[src/rtl/seg7_scan_decoder.sv]
// seg7_scan_decoder
// Samples a time-multiplexed, active-low 7-segment bus and recovers one hex
// nibble per digit. Each digit is debounced by a consecutive-match counter.
// The committed digits are offered to a consumer as a snapshot through a
// valid/ready handshake.
// Optional feature macro: SEG7_DP_CAPTURE_EN. When it is defined, the decimal
// point is captured and debounced as part of each digit's pattern. When it is
// undefined, the decimal point is ignored and oDP is held at zero.
module seg7_scan_decoder #(
    parameter int NUM_DIGITS   = 4,
    parameter int STABLE_COUNT = 3
) (
    input  logic                      iCLK,
    input  logic                      iRST_N,
    input  logic [6:0]                iSEG,
    input  logic                      iSEG_DP,
    input  logic [NUM_DIGITS-1:0]     iDIG_SEL,
    input  logic                      iSAMPLE,
    output logic [4*NUM_DIGITS-1:0]   oVALUE,
    output logic [NUM_DIGITS-1:0]     oDIG_VALID,
    output logic [NUM_DIGITS-1:0]     oDP,
    output logic                      oVALID,
    input  logic                      iREADY,
    output logic                      oERR_SEL
);

`ifdef SEG7_DP_CAPTURE_EN
    localparam int PW = 8;
`else
    localparam int PW = 7;
`endif
    localparam logic [PW-1:0] PAT_BLANK = {PW{1'b1}};
    localparam logic [7:0]    SC8       = 8'(STABLE_COUNT);

    // Returns {legal, nibble} for an active-low segment pattern (bit6 = middle).
    function automatic logic [4:0] decode_glyph(input logic [6:0] seg);
        logic [4:0] r;
        case (seg)
            7'b1000000: r = 5'h10;
            7'b1111001: r = 5'h11;
            7'b0100100: r = 5'h12;
            7'b0110000: r = 5'h13;
            7'b0011001: r = 5'h14;
            7'b0010010: r = 5'h15;
            7'b0000010: r = 5'h16;
            7'b1111000: r = 5'h17;
            7'b0000000: r = 5'h18;
            7'b0011000: r = 5'h19;
            7'b0001000: r = 5'h1A;
            7'b0000011: r = 5'h1B;
            7'b1000110: r = 5'h1C;
            7'b0100001: r = 5'h1D;
            7'b0000110: r = 5'h1E;
            7'b0001110: r = 5'h1F;
            default:    r = 5'h00;
        endcase
        return r;
    endfunction

    // Per-digit debounce and commit state.
    logic [PW-1:0]           pat_q [NUM_DIGITS];
    logic [PW-1:0]           pat_d [NUM_DIGITS];
    logic [7:0]              cnt_q [NUM_DIGITS];
    logic [7:0]              cnt_d [NUM_DIGITS];
    logic [3:0]              nib_q [NUM_DIGITS];
    logic [3:0]              nib_d [NUM_DIGITS];
    logic [NUM_DIGITS-1:0]   vld_q, vld_d;
    logic [NUM_DIGITS-1:0]   dpc_q, dpc_d;

    // Handshake and snapshot state.
    logic                    chg_q, chg_d;
    logic                    ovalid_q, ovalid_d;
    logic [4*NUM_DIGITS-1:0] val_q, val_d;
    logic [NUM_DIGITS-1:0]   dvalid_q, dvalid_d;
    logic [NUM_DIGITS-1:0]   dpo_q, dpo_d;
    logic                    err_q, err_d;

    logic                    sel_ok_s;
    logic                    accept_s;
    logic [PW-1:0]           sample_pat_s;
    logic                    commit_chg_s;

`ifdef SEG7_DP_CAPTURE_EN
    assign sample_pat_s = {iSEG_DP, iSEG};
`else
    logic unused_dp_s;
    assign unused_dp_s  = iSEG_DP;
    assign sample_pat_s = iSEG;
`endif

    // Qualify the sample: exactly one select bit must be set.
    always_comb begin
        sel_ok_s = ($countones(iDIG_SEL) == 32'd1);
        accept_s = iSAMPLE && sel_ok_s;
        err_d    = iSAMPLE && !sel_ok_s;
    end

    // Per-digit match counting, commit on reaching the threshold, change detection.
    always_comb begin
        logic       commit_v;
        logic [4:0] glyph_v;
        logic       dp_v;
        commit_chg_s = 1'b0;
        commit_v     = 1'b0;
        glyph_v      = 5'h00;
        dp_v         = 1'b0;
        for (int n = 0; n < NUM_DIGITS; n++) begin
            pat_d[n] = pat_q[n];
            cnt_d[n] = cnt_q[n];
            nib_d[n] = nib_q[n];
            vld_d[n] = vld_q[n];
            dpc_d[n] = dpc_q[n];
            commit_v = 1'b0;
            if (accept_s && iDIG_SEL[n]) begin
                if (sample_pat_s == pat_q[n]) begin
                    if (cnt_q[n] < SC8) begin
                        cnt_d[n] = cnt_q[n] + 8'd1;
                        commit_v = ((cnt_q[n] + 8'd1) == SC8);
                    end else begin
                        cnt_d[n] = cnt_q[n];
                    end
                end else begin
                    pat_d[n] = sample_pat_s;
                    cnt_d[n] = 8'd1;
                    commit_v = (SC8 == 8'd1);
                end
            end else begin
                commit_v = 1'b0;
            end
            glyph_v = decode_glyph(sample_pat_s[6:0]);
`ifdef SEG7_DP_CAPTURE_EN
            dp_v = ~sample_pat_s[7];
`else
            dp_v = 1'b0;
`endif
            if (commit_v) begin
                nib_d[n] = glyph_v[3:0];
                vld_d[n] = glyph_v[4];
                dpc_d[n] = dp_v;
                if ((glyph_v[3:0] != nib_q[n]) || (glyph_v[4] != vld_q[n]) || (dp_v != dpc_q[n])) begin
                    commit_chg_s = 1'b1;
                end else begin
                    commit_chg_s = commit_chg_s;
                end
            end else begin
                commit_chg_s = commit_chg_s;
            end
        end
    end

    // Snapshot load / transfer handshake; a same-edge commit keeps the flag set.
    always_comb begin
        chg_d    = chg_q;
        ovalid_d = ovalid_q;
        val_d    = val_q;
        dvalid_d = dvalid_q;
        dpo_d    = dpo_q;
        if (ovalid_q) begin
            if (iREADY) begin
                ovalid_d = 1'b0;
            end else begin
                ovalid_d = 1'b1;
            end
        end else if (chg_q) begin
            ovalid_d = 1'b1;
            chg_d    = 1'b0;
            for (int n = 0; n < NUM_DIGITS; n++) begin
                val_d[4*n +: 4] = nib_q[n];
                dvalid_d[n]     = vld_q[n];
                dpo_d[n]        = dpc_q[n];
            end
        end else begin
            ovalid_d = 1'b0;
        end
        if (commit_chg_s) begin
            chg_d = 1'b1;
        end else begin
            chg_d = chg_d;
        end
    end

    // State registers with synchronous active-low reset.
    always_ff @(posedge iCLK) begin
        if (!iRST_N) begin
            for (int n = 0; n < NUM_DIGITS; n++) begin
                pat_q[n] <= PAT_BLANK;
                cnt_q[n] <= 8'd0;
                nib_q[n] <= 4'd0;
            end
            vld_q    <= '0;
            dpc_q    <= '0;
            chg_q    <= 1'b0;
            ovalid_q <= 1'b0;
            val_q    <= '0;
            dvalid_q <= '0;
            dpo_q    <= '0;
            err_q    <= 1'b0;
        end else begin
            for (int n = 0; n < NUM_DIGITS; n++) begin
                pat_q[n] <= pat_d[n];
                cnt_q[n] <= cnt_d[n];
                nib_q[n] <= nib_d[n];
            end
            vld_q    <= vld_d;
            dpc_q    <= dpc_d;
            chg_q    <= chg_d;
            ovalid_q <= ovalid_d;
            val_q    <= val_d;
            dvalid_q <= dvalid_d;
            dpo_q    <= dpo_d;
            err_q    <= err_d;
        end
    end

    assign oVALUE     = val_q;
    assign oDIG_VALID = dvalid_q;
    assign oVALID     = ovalid_q;
    assign oERR_SEL   = err_q;
`ifdef SEG7_DP_CAPTURE_EN
    assign oDP        = dpo_q;
`else
    assign oDP        = '0;
`endif

endmodule

[config.mk]
export PLATFORM = sky130hd
export DESIGN_NAME = seg7_scan_decoder
export DESIGN_NICKNAME = d
export VERILOG_FILES = /design/src/rtl/seg7_scan_decoder.sv
export SDC_FILE = /design/constraint.sdc
export NUM_CORES = 1
export LEC_CHECK = 0
export BUFFER_PORTS_ARGS = -buffer_cell sky130_fd_sc_hd__buf_2
export CELL_PAD_IN_SITES_DETAIL_PLACEMENT = 1
export CELL_PAD_IN_SITES_GLOBAL_PLACEMENT = 2
export CORE_MARGIN = 1
export CORE_UTILIZATION = 39
export CTS_CLUSTER_DIAMETER = 80
export CTS_CLUSTER_SIZE = 28
export DETAILED_ROUTE_END_ITERATION = 10
export PLACE_DENSITY = 0.85
export SLEW_MARGIN = 40
export SYNTH_ARGS = -nofsm -noshare
export SYNTH_HDL_FRONTEND = slang
export SYNTH_SLANG_ARGS = --single-unit
[constraint.sdc]
create_clock -name iCLK -period 8 [get_ports iCLK]
set_clock_uncertainty 0.05 [all_clocks]
set_input_delay 1.2 -clock iCLK [delete_from_list [all_inputs] [get_ports iCLK]]
set_output_delay 1.2 -clock iCLK [all_outputs]
set_load 0.02 [all_outputs]
==> summary.md <==
Portion of the post-synthesis area used by sequential elements: 42.3%. The tools report the cell count after placement as 738. The via-per-instance ratio works out to 5.20. The tools report the critical path launch point type as a primary input. The library cells used most frequently in the layout, excluding fill and tap cells, are dfxtp_1, nand2_1, nor2_1.

The tools report the count of unique library cells instantiated by Yosys as 55. The part of the cycle the worst path needs works out to 52.7%. The tools report the number of inserted diodes as 0. The library cell used most frequently in the layout, excluding fill and tap cells, is dfxtp_1. Yosys attributes the largest share of cell area to dfxtp_1, nand2_1, xnor2_1. Number of buffers created by CTS: 9. The run finished with clean final reports. The run gives 0 as the number of endpoints with negative hold slack in the final report. The transition time of the tightest slew-check pin came out at 763 ps.

Capture endpoint of the worst hold path: cnt_q[3][7]. The run gives 0.00112 W as the post-route total power. The tools report the number of antenna violations at the first check in global routing as 0. In this run, synthesis inferred 0 flip-flops with an integrated enable. For the placed wire-length estimate after detailed placement, the log shows 7.81 mm. The critical path contains buffers and inverters numbering 3 combined. Summing over every cut layer, the via total after detailed routing is 3912. The worst register-to-register path begins at pat_q[3][1]. The run gives 2.14 nW as the leakage power figure. Once the floorplan was initialized, standard cells occupied 40.3% of the core.

42 I/O pins were placed. The tightest hold path in the finished design has a slack of 392 ps. The total power per unit cell area is 205 nW/um^2, and the synthesized flop and latch total is 103. The largest fanout on the critical path came out at 15. The count of cells along the worst register-to-register path was 7. The floorplan row count came out at 40. Number of synthesis warnings: 0. The logs give 0 for the number of buffers inserted by post-CTS setup repair and 0 for the overflow left after global routing.

The number of nets in the final layout is 608, and the critical path depth is 12. The logs give 13000 sq um for the total die area and 131 for the count of routing violations after the opening detailed-route iteration. The cell sitting at the root of the clock tree is a clkbuf_16.

Across the run, the number of max-cap violations was 0. After clock tree synthesis, the clock-pin slew on the worst setup and hold paths is 70 ps. The met1 capacity usage during global routing came out at 24.4%.

The worst setup slack after placement came out at 3380 ps. The endpoint of the worst register-to-register path was chg_q. Setup repair after global routing left no endpoint under its margin.

Timing would allow up to 237 MHz. The critical path goes through buf_2, inv_1, fa_1, inv_1, ha_1, ha_1, and4bb_2, and2_1, and3_1, nand3_1, or2_1, a21oi_1. Data on the critical path is required at its endpoint by 8230 ps. The routed design has 11.4 mm of wire. Averaged over all synthesized cells, the footprint is 8.55 sq um. The tools report the kind of capture point of the worst setup path as a flip-flop. The fraction of final layout cells sized beyond drive strength 1 was 11.1%. Summed over its instances, the top area cell type makes up 42.3% of the synthesized netlist area. TritonCTS built the clock tree.

In this run the remaining antenna-violating nets after routing total 0. Fraction of registers with async set/reset: 0%. The later pin in the worst-skew pair is clocked with a latency of 350 ps. The die outline height was 114 microns. The worst hold path belongs to the class flip-flop to flip-flop.

The area growth from synthesis to layout was 11.4%. The worst hold path begins at cnt_q[3][7]. The most used flip-flop cell after synthesis is dfxtp_1.

The die boundary width was 114 microns. The worst hold path stage count is 2. The largest delay contributor family on the critical path is simple AND/OR/NAND/NOR gates. Global routing used 3.13% of the available met3 tracks.

Routability-driven placement finished with a final weighted congestion of 0.760. The worst-case clock buffer depth is 2, and the number of resized instances in the post-cts repair step is 0. The tools report the met2 routing resource usage after global routing as 32.1%.

The clock net in this run drives a total of 103 sinks. Synthesis produced 571 cells. The worst pin sits at a relative slew slack of 49.2%.

Entering global routing, the biggest net connects 55 pins. In the final timing run, aggregate negative setup slack is 0 ps. The startpoint of the most critical setup path is iDIG_SEL[1].

The critical path in this run is classified as primary input to flip-flop. The first global-routing pass estimated 19.4 mm of wire. The number of standard cells in the layout, taps in and fillers out came out at 753. The final number of max-transition violations was 0; the number of H-tree levels was 3. The tools report the setup-violating endpoint count in the final report as 0. The cell at the slowest stage of the critical path is and4bb_2.

Data arrives at the worst endpoint at 4440 ps. In the final routed layout, each cell accounts on average for 15.1 microns. For the worst-case register-to-register setup slack, the log shows 5650 ps. The core region is 12100 sq um.

For this run, design rule violations remaining after detail routing come to 0. Summing every instance area after synthesis gives 4880 sq um. The count of hold buffers inserted by post-cts repair was 0; the first-pass iteration count of the detailed router was 4. Across the VDD grid, the largest voltage drop is 113 uV. The layer flagged by global routing as most heavily used is met2.

The tools report the setup slack of the critical path after layout as 3780 ps. The biggest area contributor in the post-synthesis netlist is dfxtp_1. The total global-route track usage was 19.1%; the clock period minus worst slack was 4220 ps. The number of buffers inserted by port buffering came out at 36. The delay of the slowest cell on the worst path is 510 ps.

The number of global-route vias before repair is 4001.
[final cells by class]
cell class | instances | area [sq um]
Fill cell | 1477 | 6680
Multi-Input combinational cell | 416 | 2580
Sequential cell | 103 | 2060
Clock buffer | 12 | 267
Tap cell | 168 | 210
Timing Repair Buffer | 38 | 195
Clock inverter | 3 | 65.1
Inverter | 13 | 51.3
[tightest hold or removal path: cells and delay by family, from the launching register on]
kind / cells / cell delay [ps]
and+or+nand+nor: 2 / 90
DFF: 1 / 310
[Yosys cell counts, drive strengths merged (12+ instances only)]
cell and n:
dfxtp 103, nand2 94, nor2 40, a21oi 31, nand3 30, xnor2 28
buf 24, and2 20, clkbuf 18, nor3 18, xor2 18, mux2i 17
a211oi 13, inv 13, and3 12
[worst max-delay path by stage]
stage | endpoint
final | vld_q[0]
after global routing | chg_q
after CTS | vld_q[0]
after detailed placement | vld_q[0]
after global placement | vld_q[0]
after floorplan | vld_q[0]
[per-stage QoR]
stage               utilization [%]  instance area (sq um)
floorplan                         -                   4890
global placement               42.1                   5100
detailed placement             42.1                   5100
CTS                            44.9                   5440
global route                   44.9                   5440
finish                         44.9                   5440
[registers in the layout, summed over array words and instances, names as in the netlist]
register	count
oVALID	1
vld_q	4
oVALUE	16
nib_q	16
oDIG_VALID	4
cnt_q	32
oERR_SEL	1
chg_q	1
pat_q	28
[report_power, final]
group	switching, W	total [W]	internal [W]
Clock	0.000191	0.000488	0.000298
Sequential	0.00000758	0.000531	0.000523
Combinational	0.0000626	0.0000972	0.0000346
[cells by family (layout without fill, tap and decap cells)]
family	Yosys count	in the layout	synth area share, %
AOI/OAI and AO/OA	77	77	10.6
xor gates and xnor gates	46	46	8.26
buffers and inverters	55	66	5.05
DFF	103	103	42.3
muxes	17	17	3.49
adders and majority gates	11	11	2.97
other	1	4	0.0768
and+or+nand+nor	261	261	27.3
[per-layer routing]
metal / wire length, microns / up-vias
met4: 200 / 0
met5: 0 / -
met2: 5430 / 50
met3: 245 / 13
li1: - / 1963
met1: 5490 / 1886
Power figures use the tool's default switching activity.
